`src/rtl/hazard_ctrl.sv`:
```
`default_nettype none
// ============================================================================
//  Module   : hazard_ctrl
//  Purpose  : Pipeline sequencing controller for a 5-stage RISC-V core.
//             Inserts a load-use bubble, freezes the pipe during multi-cycle
//             data-memory accesses, flushes on taken branch/jump redirects,
//             guards memory waits with a timeout and keeps saturating
//             stall/flush performance counters.
//  Revision : 1.0 - initial release
// ============================================================================
module hazard_ctrl #(
   parameter int REG_ADDR_W  = 5,
   parameter int CNT_W       = 32,
   parameter int MEM_TIMEOUT = 64
) (
   input  logic                  clk,
   input  logic                  arst_n,
   input  logic [REG_ADDR_W-1:0] rs1_id,
   input  logic [REG_ADDR_W-1:0] rs2_id,
   input  logic                  use_rs1_id,
   input  logic                  use_rs2_id,
   input  logic [REG_ADDR_W-1:0] rd_ex,
   input  logic                  mem_read_ex,
   input  logic                  branch_taken_ex,
   input  logic                  dmem_req_mem,
   input  logic                  dmem_ready,
   input  logic                  cnt_clr,
   output logic                  pc_write,
   output logic                  if_id_write,
   output logic                  id_ex_write,
   output logic                  ex_mem_write,
   output logic                  id_ex_bubble,
   output logic                  if_id_flush,
   output logic                  mem_wb_bubble,
   output logic                  mem_err,
   output logic [CNT_W-1:0]      stall_cycles,
   output logic [CNT_W-1:0]      flush_count
);

   // Wait counter must be able to hold the value MEM_TIMEOUT itself.
   localparam int WCNT_W = $clog2(MEM_TIMEOUT + 1);
   localparam logic [WCNT_W-1:0] C_TIMEOUT = WCNT_W'(MEM_TIMEOUT);
   localparam logic [CNT_W-1:0]  C_CNT_MAX = {CNT_W{1'b1}};

   typedef enum logic [1:0] {
      S_RUN  = 2'd0,
      S_WAIT = 2'd1,
      S_ERR  = 2'd2
   } state_t;

   state_t            state_q, state_d;
   logic [WCNT_W-1:0] wait_cnt_q, wait_cnt_d;
   logic              mem_err_q, mem_err_d;
   logic [CNT_W-1:0]  stall_q, stall_d;
   logic [CNT_W-1:0]  flush_q, flush_d;

   logic freeze;
   logic load_use;
   logic redirect;
   logic lu_stall;

   // Hazard detection: freeze dominates, then redirect, then load-use.
   always_comb begin
      freeze   = ((state_q == S_RUN)  & dmem_req_mem & ~dmem_ready) |
                 ((state_q == S_WAIT) & ~dmem_ready) |
                 (state_q == S_ERR);
      load_use = mem_read_ex & (rd_ex != '0) &
                 ((use_rs1_id & (rs1_id == rd_ex)) |
                  (use_rs2_id & (rs2_id == rd_ex)));
      redirect = branch_taken_ex & ~freeze;
      lu_stall = load_use & ~freeze & ~branch_taken_ex;
   end

   // Stage-register controls derived from the resolved hazard.
   always_comb begin
      pc_write      = ~freeze & ~lu_stall;
      if_id_write   = ~freeze & ~lu_stall;
      id_ex_write   = ~freeze;
      ex_mem_write  = ~freeze;
      id_ex_bubble  = ~freeze & (branch_taken_ex | load_use);
      if_id_flush   = redirect;
      mem_wb_bubble = freeze;
   end

   // Memory-wait sequencing: RUN -> WAIT on a stalled access, ERR on timeout.
   always_comb begin
      state_d    = state_q;
      wait_cnt_d = wait_cnt_q;
      mem_err_d  = mem_err_q;
      case (state_q)
         S_RUN: begin
            if (dmem_req_mem && !dmem_ready) begin
               state_d    = S_WAIT;
               wait_cnt_d = WCNT_W'(1);
            end
         end
         S_WAIT: begin
            if (dmem_ready) begin
               state_d    = S_RUN;
               wait_cnt_d = '0;
            end else if (wait_cnt_q == C_TIMEOUT) begin
               state_d   = S_ERR;
               mem_err_d = 1'b1;
            end else begin
               wait_cnt_d = wait_cnt_q + WCNT_W'(1);
            end
         end
         S_ERR: begin
            // Absorbing until reset; dmem_ready is deliberately ignored.
            state_d = S_ERR;
         end
         default: begin
            state_d    = S_RUN;
            wait_cnt_d = '0;
         end
      endcase
   end

   // Saturating performance counters; clear wins over increment.
   always_comb begin
      stall_d = stall_q;
      flush_d = flush_q;
      if (cnt_clr) begin
         stall_d = '0;
         flush_d = '0;
      end else begin
         if ((freeze || load_use) && (stall_q != C_CNT_MAX))
            stall_d = stall_q + CNT_W'(1);
         if (redirect && (flush_q != C_CNT_MAX))
            flush_d = flush_q + CNT_W'(1);
      end
   end

   // State registers with immediate reset.
   always_ff @(posedge clk or negedge arst_n) begin
      if (!arst_n) begin
         state_q    <= S_RUN;
         wait_cnt_q <= '0;
         mem_err_q  <= 1'b0;
         stall_q    <= '0;
         flush_q    <= '0;
      end else begin
         state_q    <= state_d;
         wait_cnt_q <= wait_cnt_d;
         mem_err_q  <= mem_err_d;
         stall_q    <= stall_d;
         flush_q    <= flush_d;
      end
   end

   assign mem_err      = mem_err_q;
   assign stall_cycles = stall_q;
   assign flush_count  = flush_q;

endmodule
`default_nettype wire

```
`config.mk`:
```
export PLATFORM = sky130hd
export DESIGN_NAME = hazard_ctrl
export DESIGN_NICKNAME = d
export VERILOG_FILES = /design/src/rtl/hazard_ctrl.sv
export SDC_FILE = /design/constraint.sdc
export NUM_CORES = 1
export LEC_CHECK = 0
export BUFFER_PORTS_ARGS = -buffer_cell sky130_fd_sc_hd__buf_2
export CORE_ASPECT_RATIO = 1.4
export CORE_MARGIN = 4
export CORE_UTILIZATION = 55
export CTS_CLUSTER_SIZE = 24
export DETAILED_ROUTE_END_ITERATION = 10
export GPL_ROUTABILITY_DRIVEN = 0
export HOLD_SLACK_MARGIN = 0.15
export PLACE_DENSITY = 0.8
export SYNTH_ARGS = -nofsm -noshare
export SYNTH_HDL_FRONTEND = slang
export SYNTH_SLANG_ARGS = --single-unit
```
`constraint.sdc`:
```
create_clock -name clk -period 2.9 [get_ports clk]
set_input_delay 0.435 -clock clk [delete_from_list [all_inputs] [get_ports clk]]
set_output_delay 0.435 -clock clk [all_outputs]
set_load 0.01 [all_outputs]
```
== After elaboration in Yosys (flattened, before gate mapping) ==
Cells that the tools add are included.

* Register bits: 74
* Bits of input ports: 24
* Output and inout bits: 72
* Word-level logic and storage cells: 63

* Add/subtract/negate cells: 3
* Equal/unequal tests: 10
* Multiplexer cells: 12
* Bitwise operators: 21
* Reductions and logical operators: 12

{| class="wikitable"
|+ Operator list
! operator !! count
|-
| $mux 32 || 4
|-
| $add 32x1->32 const B || 2
|-
| $ne 32x32->1 const B || 2
|-
| $mux 7 || 3
|-
| $pmux 7 s3 || 1
|-
| $and 1x1->1 || 12
|-
| $eq 5x5->1 || 2
|-
| $add 7x1->7 const B || 1
|-
| $eq 7x7->1 const B || 1
|-
| $mux 2 || 3
|-
| $pmux 2 s3 || 1
|-
| $reduce_and 3->1 || 2
|-
| $not 1->1 || 5
|-
| $reduce_bool 5->1 || 1
|-
| $or 1x1->1 || 4
|-
| $reduce_bool 2->1 || 2
|-
| $logic_and 1x1->1 || 3
|-
| $ne 3x2->1 const B || 1
|-
| $ne 3x3->1 const B || 1
|-
| $eq 2x1->1 const B || 1
|-
| $eq 2x2->1 const B || 1
|-
| $logic_not 2->1 || 1
|-
| $ne 2x1->1 const B || 1
|-
| $reduce_and 2->1 || 1
|-
| other kinds (2) || 2
|}

== Depth between registers and ports, before layout ==
Gate-level depths: netlist of the first run.

* Word-level depth: 10
* Depth in mapped cells: 9
* Depth with buffers taken out: 7

== Worst setup path before layout of the first run ==
Ideal clock, no wire load.

* Path type: input to register
* From: in dmem_ready
* To: reg stall_q[23], in the netlist stall_cycles[23]
* Setup time: 125 ps
* Data arrival time: 2106 ps
* Slack: 669 ps
* Stages on the path: 8
* Cells stage by stage: or2_1 -> o21a_1 -> inv_1 -> a21oi_1 -> buf_4 -> buf_4 -> nor4b_1 -> mux2_2

* Word-level cells in the longest chain between the ends: 7

{| class="wikitable"
|+ Ends and longest elaborated chain
! item !! line !! RTL
|-
| start, declared || 26 || <nowiki>input logic dmem_ready,</nowiki>
|-
| $not 1->1 (no line) (*) || -- ||
|-
| $and 1x1->1, on equally long branches || 64, 65 ||
|-
| $or 1x1->1 (*) || 64 || <nowiki>freeze = ((state_q == S_RUN) & dmem_req_mem & ~dmem_ready) |</nowiki>
|-
| $or 1x1->1 (*) || 65 || <nowiki>((state_q == S_WAIT) & ~dmem_ready) |</nowiki>
|-
| named net mem_wb_bubble || 34 || <nowiki>output logic mem_wb_bubble,</nowiki>
|-
| $logic_or 1x1->1 (*) || 127 || <nowiki>if ((freeze || load_use) && (stall_q != C_CNT_MAX))</nowiki>
|-
| $logic_and 1x1->1 (*) || 127 ||
|-
| $reduce_bool 2->1 (no line) (*) || -- ||
|-
| end signal, assigned || 146 || <nowiki>stall_q <= stall_d;</nowiki>
|-
| end, declared || 54 || <nowiki>logic [CNT_W-1:0] stall_q, stall_d;</nowiki>
|}

The timed path passes the listed nets; every way through them passes the cells marked *.
A chain may end at the register's enable or synchronous reset.

== Final worst setup path of the first run ==
* From: reg state_q[0]
* To: out if_id_flush

* Word-level cells in the longest chain between the ends: 7

{| class="wikitable"
|+ Ends and longest elaborated chain
! item !! line !! RTL
|-
| start, declared || 51 || <nowiki>state_t state_q, state_d;</nowiki>
|-
| start signal, assigned || 143 || <nowiki>state_q <= state_d;</nowiki>
|-
| $logic_not 2->1 || 64 ||
|-
| $and 1x1->1 (2 in series) || 64 ||
|-
| $or 1x1->1 || 64 ||
|-
| $or 1x1->1 (*) || 65 ||
|-
| $not 1->1 (*) || 70 || <nowiki>redirect = branch_taken_ex & ~freeze;</nowiki>
|-
| $and 1x1->1 (*) || 70 ||
|-
| end, declared || 33 || <nowiki>output logic if_id_flush,</nowiki>
|}

Mark *: on every way between the ends. The rest lies on a longest branch, timed or not.

==> run metrics, run 1 <==
status=finished clean; vias in the first global route=3841; Setup WS post-layout=0.4732 ns; row count=38; Synth-to-Final Area Change=16.32%; Clock Latency Late Sink=0.36 ns; DRT antenna net count=0; synthesized instance count=485; share of cells above drive strength 1=24.70%; DRC=0; chip height=114.4 microns; Yosys Warn Count=0; Worst R2R Path Depth=7; Max-cap violations=0; first-pass detailed-route iteration total=5; Design Area, Final=5172 sq um; post_cts resized=0; estimated wirelength of the detail-placed design=7.498 mm; most frequent cells in the layout=buf_2, dfrtp_1, nor2_1; Crit. End Element=output port; Post-synth top flop=dfrtp_1; pre-CTS setup slack=0.4399 ns; share of power burned in registers=50.9%; register clock-pin slew on the reported worst setup and hold paths=0.08 ns; DIE AREA=9608 sq um; Post-Syn Area per Cell=a little over 9 sq um; Clk pwr share=36.6%; top cells by area, synth=dfrtp_1, xnor2_1, nor2_1; WP depth=5; CTS tree=done; Worst VDD drop=0.0003732 V; wire per inst=15.57 microns; pin count of the biggest net entering global routing=53; cell-internal power=1.553 mW; combinational share of power=around an eighth; Worst path top cell family by delay=flip-flops; Final Max Tran Viols=0; Max Fclk=412.1 MHz; Yosys top cell by area=dfrtp_1; CTS H-tree lvls=3; R2R Path End=stall_cycles[30]; Placed Area=around 5000 sq um; root buffer cell=clkbuf_8; share of the synthesized area in the top cell type=a little over two fifths; Reg2Reg Setup Slack=0.49 ns; CP Data Arrival Time=1.99 ns; IO Port Bufs=95; Slew @ Worst Pin=0.9119 ns; crit path capture=if_id_flush; Crit Path Category=flip-flop to output port; die extent in x=84.00 microns; reg2reg start=stall_cycles[0]; Iteration-0 DRC Markers=150; core area=approximately 7800 sq um; Clock Sink Count=74; Final Hold Fails=0; Final min period=between 2 and 2.5 ns; Hold Crit Class=input port to flip-flop; critical path's slowest cell=dfrtp_1; Initial Util=between 50% and 60%; Pleak=2.286 nW; first-pass GRT wire length=17.77 mm; Switching Share=27.96%; final WL=approximately 11 mm; routed via count=4069; WP buf/inv=3; P_sw=between 0.6 and 0.7 mW; worst clock skew=0.007812 ns; hold path depth=3; placed cells=658; most common cell after layout, fill and taps aside=buf_2; Async S/R FF share, synth=100.0%; RSZ-0062 raised after global routing=no; gr usage total=22.37%; setup_tns=0 ns; Setup crit start=state_q[0]; Critical Path, Cell by Cell=nor2_1 -> o211ai_1 -> buf_4 -> inv_1 -> buf_2; unique cell type count in the Yosys netlist=54; Ant. Diodes=0; CP Launch Type=flip-flop; via density per instance=6.028; Num CTS Buffers=9; max_slew headroom=39.21%; fillers=653; total grt overflow=0; number of synthesized flops with an enable pin=0; I/O pin total=96; crit-path max cell delay=0.54 ns; final worst path period share=a little over four fifths; CTS Hold Buffers Added=1; Post-Syn Area=4447 sq um; pwr/cell area=approximately 420 nW/um^2; initial antenna violation count=0; post-CTS setup buffers=0; # setup viols final=0; Critical Path Fanout Max=17; synthesized net count=513; clk buf depth=2; final net count=598; synthesized flop and latch total=74; Seq/Total Area, Yosys=41.64%; CP Data Required Time=2.47 ns; WHS=roughly 0.45 ns; final non-filler cell total=675
[metrics by stage]
stage,util [%],power (mW)
floorplan,-,1.290
global placement,63.82,1.376
detailed placement,63.82,1.386
CTS,66.34,2.170
global route,66.34,2.250
finish,66.34,2.156
[tightest hold or removal path, cell delays in order]
cell and delay (ns):
buf_2 0.08, or2_1 0.17, a21oi_1 0.08
[cell type report]
class                           count  area (sq um)  share of cell area [%]
Multi-Input combinational cell    368          2399                   46.37
Sequential cell                    74          1852                   35.80
Timing Repair Buffer              105         565.5                   10.93
Clock buffer                       11         131.4                   2.540
Tap cell                          100         125.1                   2.419
Clock inverter                      5         55.05                   1.064
Inverter                           12         45.04                  0.8708
[metal layers]
metal	global-route usage [%]	part of all wire (%)	routed length, microns	vias up
met2	36.96	51	5332	119
li1	-	-	-	1952
met1	27.70	41	4287	1978
met5	0	0	0	-
met3	5.616	6.0	627	20
met4	10.09	2.5	262	0
[kinds of logic (layout without fill, tap and decap cells)]
| group | count (synthesis) | after routing | synth area share, % |
|---|---|---|---|
| adders and majority gates | 4 | 4 | 1.126 |
| DFF | 74 | 74 | 41.64 |
| xor gates and xnor gates | 40 | 40 | 7.879 |
| buffers and inverters | 43 | 133 | 4.868 |
| muxes | 9 | 9 | 2.251 |
| AOI/OAI and AO/OA | 80 | 80 | 11.00 |
| and+or+nand+nor | 235 | 235 | 31.23 |
[power by group through the flow]
stage	sequential (mW)	combinational (mW)	clock [mW]
final	1.10	0.268	0.790
after global routing	1.10	0.301	0.844
after CTS	1.10	0.271	0.801
after detailed placement	1.12	0.268	0
after global placement	1.11	0.261	0
after floorplan	1.10	0.187	0
[flip-flops by register name, indices dropped and copies added (netlist names)]
register,count
flush_count,32
mem_err,1
stall_cycles,32
state_q,2
wait_cnt_q,7
[worst min path at each step]
stage               start               to  slack (ns)
2_1_floorplan      arst_n   flush_count[0]        0.14
3_3_place_gp       arst_n  flush_count[20]        0.46
3_5_place_dp       arst_n  flush_count[21]        0.46
4_1_cts        dmem_ready       state_q[0]        0.43
5_1_grt        dmem_ready       state_q[0]        0.45
6_report       dmem_ready       state_q[0]        0.45
[synth_stat cells (3+ instances only)]
cell      instances
clkbuf_1         14
buf_2             4
or3_1             6
nor3_1           15
ha_1              4
inv_1            12
nor2b_1          11
and3_1           11
nor2_1           47
mux2_2            8
o22ai_1           4
nor4b_1           4
dfrtp_1          74
and2_1            4
nor4_2            3
nand2_1          38
or4_1            20
nor4_1           10
buf_4            11
nand3_1          23
xnor2_1          38
and4_1            6
o21ai_0          12
a21oi_1          32
o31ai_1          20
nand4_1          16
Note: power is estimated with default switching activity, not from simulation.
==> run 2: changes to the inputs <==
CORE_UTILIZATION = 50   (was 55)
PLACE_DENSITY = 0.76   (was 0.8)
clock period = 2.17 ns   (was 2.9 ns; I/O delays follow)
==> run metrics, run 2 (synthesized netlist as in run 1, its figures left out) <==
# setup viols final=0 (unchanged); first-pass GRT wire length=19.13 mm (+7.7%); fillers=718 (+10%); Final min period=2.069 ns; chip height=119.6 microns (+4.5%); DIE AREA=10490 sq um (+9.2%); crit-path max cell delay=0.40 ns (-0.14 ns); Critical Path, Cell by Cell=or2_4 -> o211ai_1 -> buf_6 -> inv_1 -> buf_2; WHS=0.3169 ns (-0.1326 ns); total grt overflow=0 (unchanged); CTS H-tree lvls=3 (unchanged); DRT antenna net count=0 (unchanged); vias in the first global route=4115 (+7.1%); via density per instance=5.893 (-2.2%); Clock Latency Late Sink=0.33 ns (-0.03 ns); Worst VDD drop=0.0004432 V (+19%); final net count=638 (+6.7%); estimated wirelength of the detail-placed design=8.294 mm (+11%); Ant. Diodes=0 (unchanged); Clock Sink Count=74 (unchanged); CP Data Required Time=1.84 ns (-0.63 ns); first-pass detailed-route iteration total=5 (unchanged); status=finished clean; clk buf depth=2 (unchanged); die extent in x=87.70 microns (+4.4%); final non-filler cell total=719 (+6.5%); max_slew headroom=56.40% (+17 points); worst clock skew=0.003725 ns (-0.004087 ns); DRC=0 (unchanged); gr usage total=22.59% (+0.21 points); placed cells=696 (+5.8%); pre-CTS setup slack=-0.04425 ns (-0.4842 ns); CTS tree=done; WP buf/inv=3 (unchanged); most common cell after layout, fill and taps aside=buf_2; most frequent cells in the layout=buf_2, dfrtp_1, nor2_1; I/O pin total=96 (unchanged); RSZ-0062 raised after global routing=yes; final worst path period share=95.36%; Crit Path Category=flip-flop to output port; share of cells above drive strength 1=30.94% (+6.2 points); Iteration-0 DRC Markers=198 (+32%); wire per inst=15.90 microns (+2.1%); area of the multi-input gates=2432 sq um (+1.4%); Slew @ Worst Pin=0.6540 ns (-0.2579 ns); FF+latch area=1852 sq um (unchanged); pin count of the biggest net entering global routing=39 (-26%); register clock-pin slew on the reported worst setup and hold paths=0.06 ns (-0.02 ns); Max Fclk=483.3 MHz; final WL=11.43 mm (+8.8%); Final Hold Fails=0 (unchanged); Crit. End Element=output port; Synth-to-Final Area Change=27.38%; Worst path top cell family by delay=flip-flops; IO Port Bufs=95 (unchanged); CP Launch Type=flip-flop; critical path's slowest cell=dfrtp_1; routed via count=4237 (+4.1%); Hold Crit Class=input port to flip-flop; Initial Util=51.66% (-5.4 points); core area=8608 sq um (+10%); Setup WS post-layout=0.1008 ns (-0.3725 ns); pwr/cell area=606.0 nW/um^2 (+45%); Critical Path Fanout Max=11 (-6); root buffer cell=clkbuf_16; Pleak=2.564 nW (+12%); Max-cap violations=0 (unchanged); Num CTS Buffers=9 (unchanged); CP Data Arrival Time=1.74 ns (-0.25 ns); setup_tns=0 ns (unchanged); Final Max Tran Viols=0 (unchanged); row count=40 (+5.3%); initial antenna violation count=0 (unchanged)
-- run 2: cell count changes in the layout (fill, tap and decap cells not counted), sizes merged --
| cell | change |
|---|---|
| clkbuf | +2 |
| clkinv | -1 |
| buf | +40 |
| clkinvlp | -2 |
-- run 2: cell type report --
cell class,count,share of cell area [%]
timing repair buffer,145,15.86
multi-input combinational,368,42.94
sequential,74,32.69
clock inverter,2,0.6185
inverter,12,0.7952
tap,105,2.319
clock buffer,13,4.771
-- run 2: what timing repair did --
| item | 4_1_cts | 5_1_grt |
|---|---|---|
| pin swaps | 1 | 4 |
| cloned | 0 | 0 |
| hold buffers | 1 | 0 |
| endpoints found under the hold margin | 11 | 0 |
| endpoints found under the setup margin | 1 | 27 |
| buffers inserted | 1 | 6 |
| resized for setup | 1 | 9 |
-- run 2: worst register-to-register path: stages (launching register included) --
cell and delay (ns):
dfrtp_1 0.40, nor2_2 0.12, o211ai_1 0.20, buf_4 0.21, or4b_4 0.57, or3_1 0.33
a21oi_1 0.15
-- run 2: layer usage --
metal | part of all wire, % | global-route usage, %
met1 | 40 | 26.31
met4 | 1.6 | 7.965
met3 | 4.6 | 5.288
met5 | 0 | 0
met2 | 54 | 39.67
-- run 2: stage by stage --
step / util, % / total power [mW] / area [sq um]
finish: 65.80 / 3.432 / 5664
global route: 65.80 / 3.592 / 5664
CTS: 64.84 / 3.452 / 5582
detailed placement: 61.05 / 1.905 / 5255
global placement: 61.05 / 1.889 / 5255
floorplan: - / 1.724 / 4447
-- run 2: report_power, final --
part	switching (mW)	internal [mW]
Clock	0.551	0.976
Combinational	0.267	0.190
Sequential	0.0334	1.41
-- run 2: worst paths after layout --
path,from,cells past startpoint,to,slack [ns]
max,state_q[1],5,if_id_flush,0.10
min,dmem_ready,3,state_q[0],0.32
max reg2reg,state_q[0],6,flush_count[24],0.12
min reg2reg,mem_err,1,mem_err,0.49
max in group asynchronous,arst_n,3,flush_count[28],1.21
min in group asynchronous,arst_n,2,state_q[0],0.42
==> run 3: changes to the inputs <==
ABC_AREA = 1   (was unset)
CORE_UTILIZATION = 52   (was 50)
GPL_TIMING_DRIVEN = 0   (was unset)
PLACE_DENSITY = 0.77   (was 0.76)
==> run metrics, run 3 <==
# setup viols final=0 (unchanged); core area=10060 sq um (+17%); unique cell type count in the Yosys netlist=32 (-41%); max_slew headroom=58.25% (+1.8 points); CP Data Arrival Time=1.73 ns (about the same); routed via count=5863 (+38%); final net count=987 (+55%); most common cell after layout, fill and taps aside=nand2_1; CP Data Required Time=1.84 ns (about the same); synthesized net count=880 (+72%); Hold Crit Class=input port to flip-flop; critical path's slowest cell=dfrtp_1; Clock Sink Count=74 (unchanged); CTS tree=done; RSZ-0062 raised after global routing=no; worst clock skew=0.007504 ns (+0.003779 ns); Max Fclk=485.6 MHz (+0.49%); Final Max Tran Viols=0 (unchanged); CP Launch Type=flip-flop; WHS=0.3249 ns (+0.008045 ns); Max-cap violations=0 (unchanged); top cells by count, synth=nand2_1, nor2_1, inv_1, nand3_1, dfrtp_1; Yosys Warn Count=0 (unchanged); first-pass GRT wire length=26.34 mm (+38%); pwr/cell area=517.7 nW/um^2 (-15%); root buffer cell=clkbuf_16; Post-synth top flop=dfrtp_1; Power, Total=3.355 mW (-2.2%); total grt overflow=0 (unchanged); estimated wirelength of the detail-placed design=12.19 mm (+47%); Critical Path Fanout Max=10 (-1); final WL=16.20 mm (+42%); register clock-pin slew on the reported worst setup and hold paths=0.06 ns (about the same); row count=43 (+7.5%); Critical Path, Cell by Cell=o21ai_1 -> nand2_2 -> nand2_4 -> buf_4 -> nand2_1 -> buf_4 -> buf_2; top cells by area, synth=dfrtp_1, nand2_1, nand3_1; Post-Syn Area per Cell=6.393 sq um (-30%); gr usage total=27.49% (+4.9 points); Seq/Total Area, Yosys=34.00% (-7.6 points); die extent in x=94.50 microns (+7.7%); DRT antenna net count=0 (unchanged); status=finished clean; CP most frequent cell=buf_4; chip height=129.1 microns (+8.0%); Post-Syn Area=5446 sq um (+22%); vias in the first global route=5599 (+36%); number of synthesized flops with an enable pin=0 (unchanged); via density per instance=5.340 (-9.4%); wire per inst=14.76 microns (-7.2%); Final min period=2.059 ns (-0.01009 ns); Core Util, Final=64.42% (-1.4 points); Worst VDD drop=0.0004512 V (+1.8%); Yosys top cell by area=dfrtp_1; IO Port Bufs=94 (-1.1%); initial antenna violation count=0 (unchanged); I/O pin total=96 (unchanged); synthesized flop and latch total=74 (unchanged); synthesized instance count=852 (+76%); Crit Path Category=flip-flop to output port; most frequent cells in the layout=nand2_1, nor2_1, inv_1; Clock Latency Late Sink=0.34 ns (about the same); Worst path top cell family by delay=buffers and inverters; first-pass detailed-route iteration total=5 (unchanged); Pleak=3.340 nW (+30%); pin count of the biggest net entering global routing=49 (+26%); Initial Util=54.14% (+2.5 points); final worst path period share=94.89% (-0.47 points); DIE AREA=12200 sq um (+16%); CTS H-tree lvls=3 (unchanged); WP buf/inv=3 (unchanged); Ant. Diodes=0 (unchanged); Crit. End Element=output port; setup_tns=0 ns (unchanged); post-CTS setup buffers=0 (-1); share of the synthesized area in the top cell type=34.00% (-7.6 points); Async S/R FF share, synth=100.0% (unchanged); most frequent cell after synthesis=nand2_1; Num CTS Buffers=9 (unchanged); share of cells above drive strength 1=16.20% (-15 points); Slew @ Worst Pin=0.6262 ns (-0.02773 ns); crit-path max cell delay=0.39 ns (about the same); Final Hold Fails=0 (unchanged); clk buf depth=2 (unchanged); DRC=0 (unchanged); Synth-to-Final Area Change=19.00%; Iteration-0 DRC Markers=318 (+61%)
==> run 3: what timing repair did <==
item	CTS	global route
setup endpoints to repair	2	41
hold endpoints to repair	26	0
hold buffers	1	0
resized for setup	3	6
==> run 3: routing by layer <==
layer | global-route usage (%) | share of wire [%] | wire (microns) | up-vias
li1 | - | - | - | 2934
met2 | 48.58 | 52 | 8431 | 207
met5 | 0 | 0 | 0 | -
met4 | 14.87 | 4.1 | 663 | 0
met1 | 31.88 | 38 | 6192 | 2672
met3 | 3.775 | 5.7 | 916 | 50
==> run 3: worst paths after layout <==
kind / cells after the start / end / startpoint / slack (ns)
max in group asynchronous: 3 / stall_cycles[0] / arst_n / 1.13
hold / removal: 4 / wait_cnt_q[6] / dmem_ready / 0.32
setup / recovery: 7 / pc_write / state_q[1] / 0.11
setup reg to reg: 10 / stall_cycles[15] / stall_cycles[0] / 0.17
hold reg to reg: 2 / mem_err / mem_err / 0.46
min in group asynchronous: 2 / stall_cycles[8] / arst_n / 0.46
==> run 3: area by class of cell <==
type                    instances  area, sq um
fillers                       977         3580
multi-input cells             638         3008
flip-flops and latches         74         1853
repair buffers                 96        510.5
inverters                     112        422.9
clock buffers                  10        239.0
plain buffers                  28        176.4
well taps                     135        168.9
clock inverters                 5        102.6
==> run 3: metrics by stage <==
step                      instance area (sq um)  setup slack [ns]  cells
after floorplan                            5446            0.3640    852
after global placement                     6086          -0.07609   1081
after detailed placement                   6116          -0.08960   1082
after CTS                                  6471          0.007062   1098
after global routing                       6481           0.01349   1098
final                                      6481            0.1109   1098
==> run 3: power breakdown <==
group	leakage [nW]	total, mW	internal [mW]	switching [mW]
Combinational	2.18	0.213	0.0685	0.145
Sequential	0.997	1.41	1.39	0.0187
Clock	0.165	1.73	1.15	0.586
==> run 3: worst register-to-register path, cell delays in order (launching register included) <==
cell     delay, ns
dfrtp_2       0.45
ha_1          0.28
inv_1         0.10
nor2_4        0.16
inv_2         0.06
nor2_4        0.20
nand4_4       0.17
nand2_2       0.20
buf_6         0.16
nand3_1       0.08
nand2_1       0.09
==> run 3: kinds of logic after synthesis <==
group / after synthesis / synth area share (%)
adder cells (fa/ha/maj): 4 / 0.9189
AND/OR/NAND/NOR: 564 / 45.44
buffers and inverters: 140 / 10.91
flip-flops: 74 / 34.00
XOR/XNOR: 29 / 4.663
AO/OA/AOI/OAI: 41 / 4.066
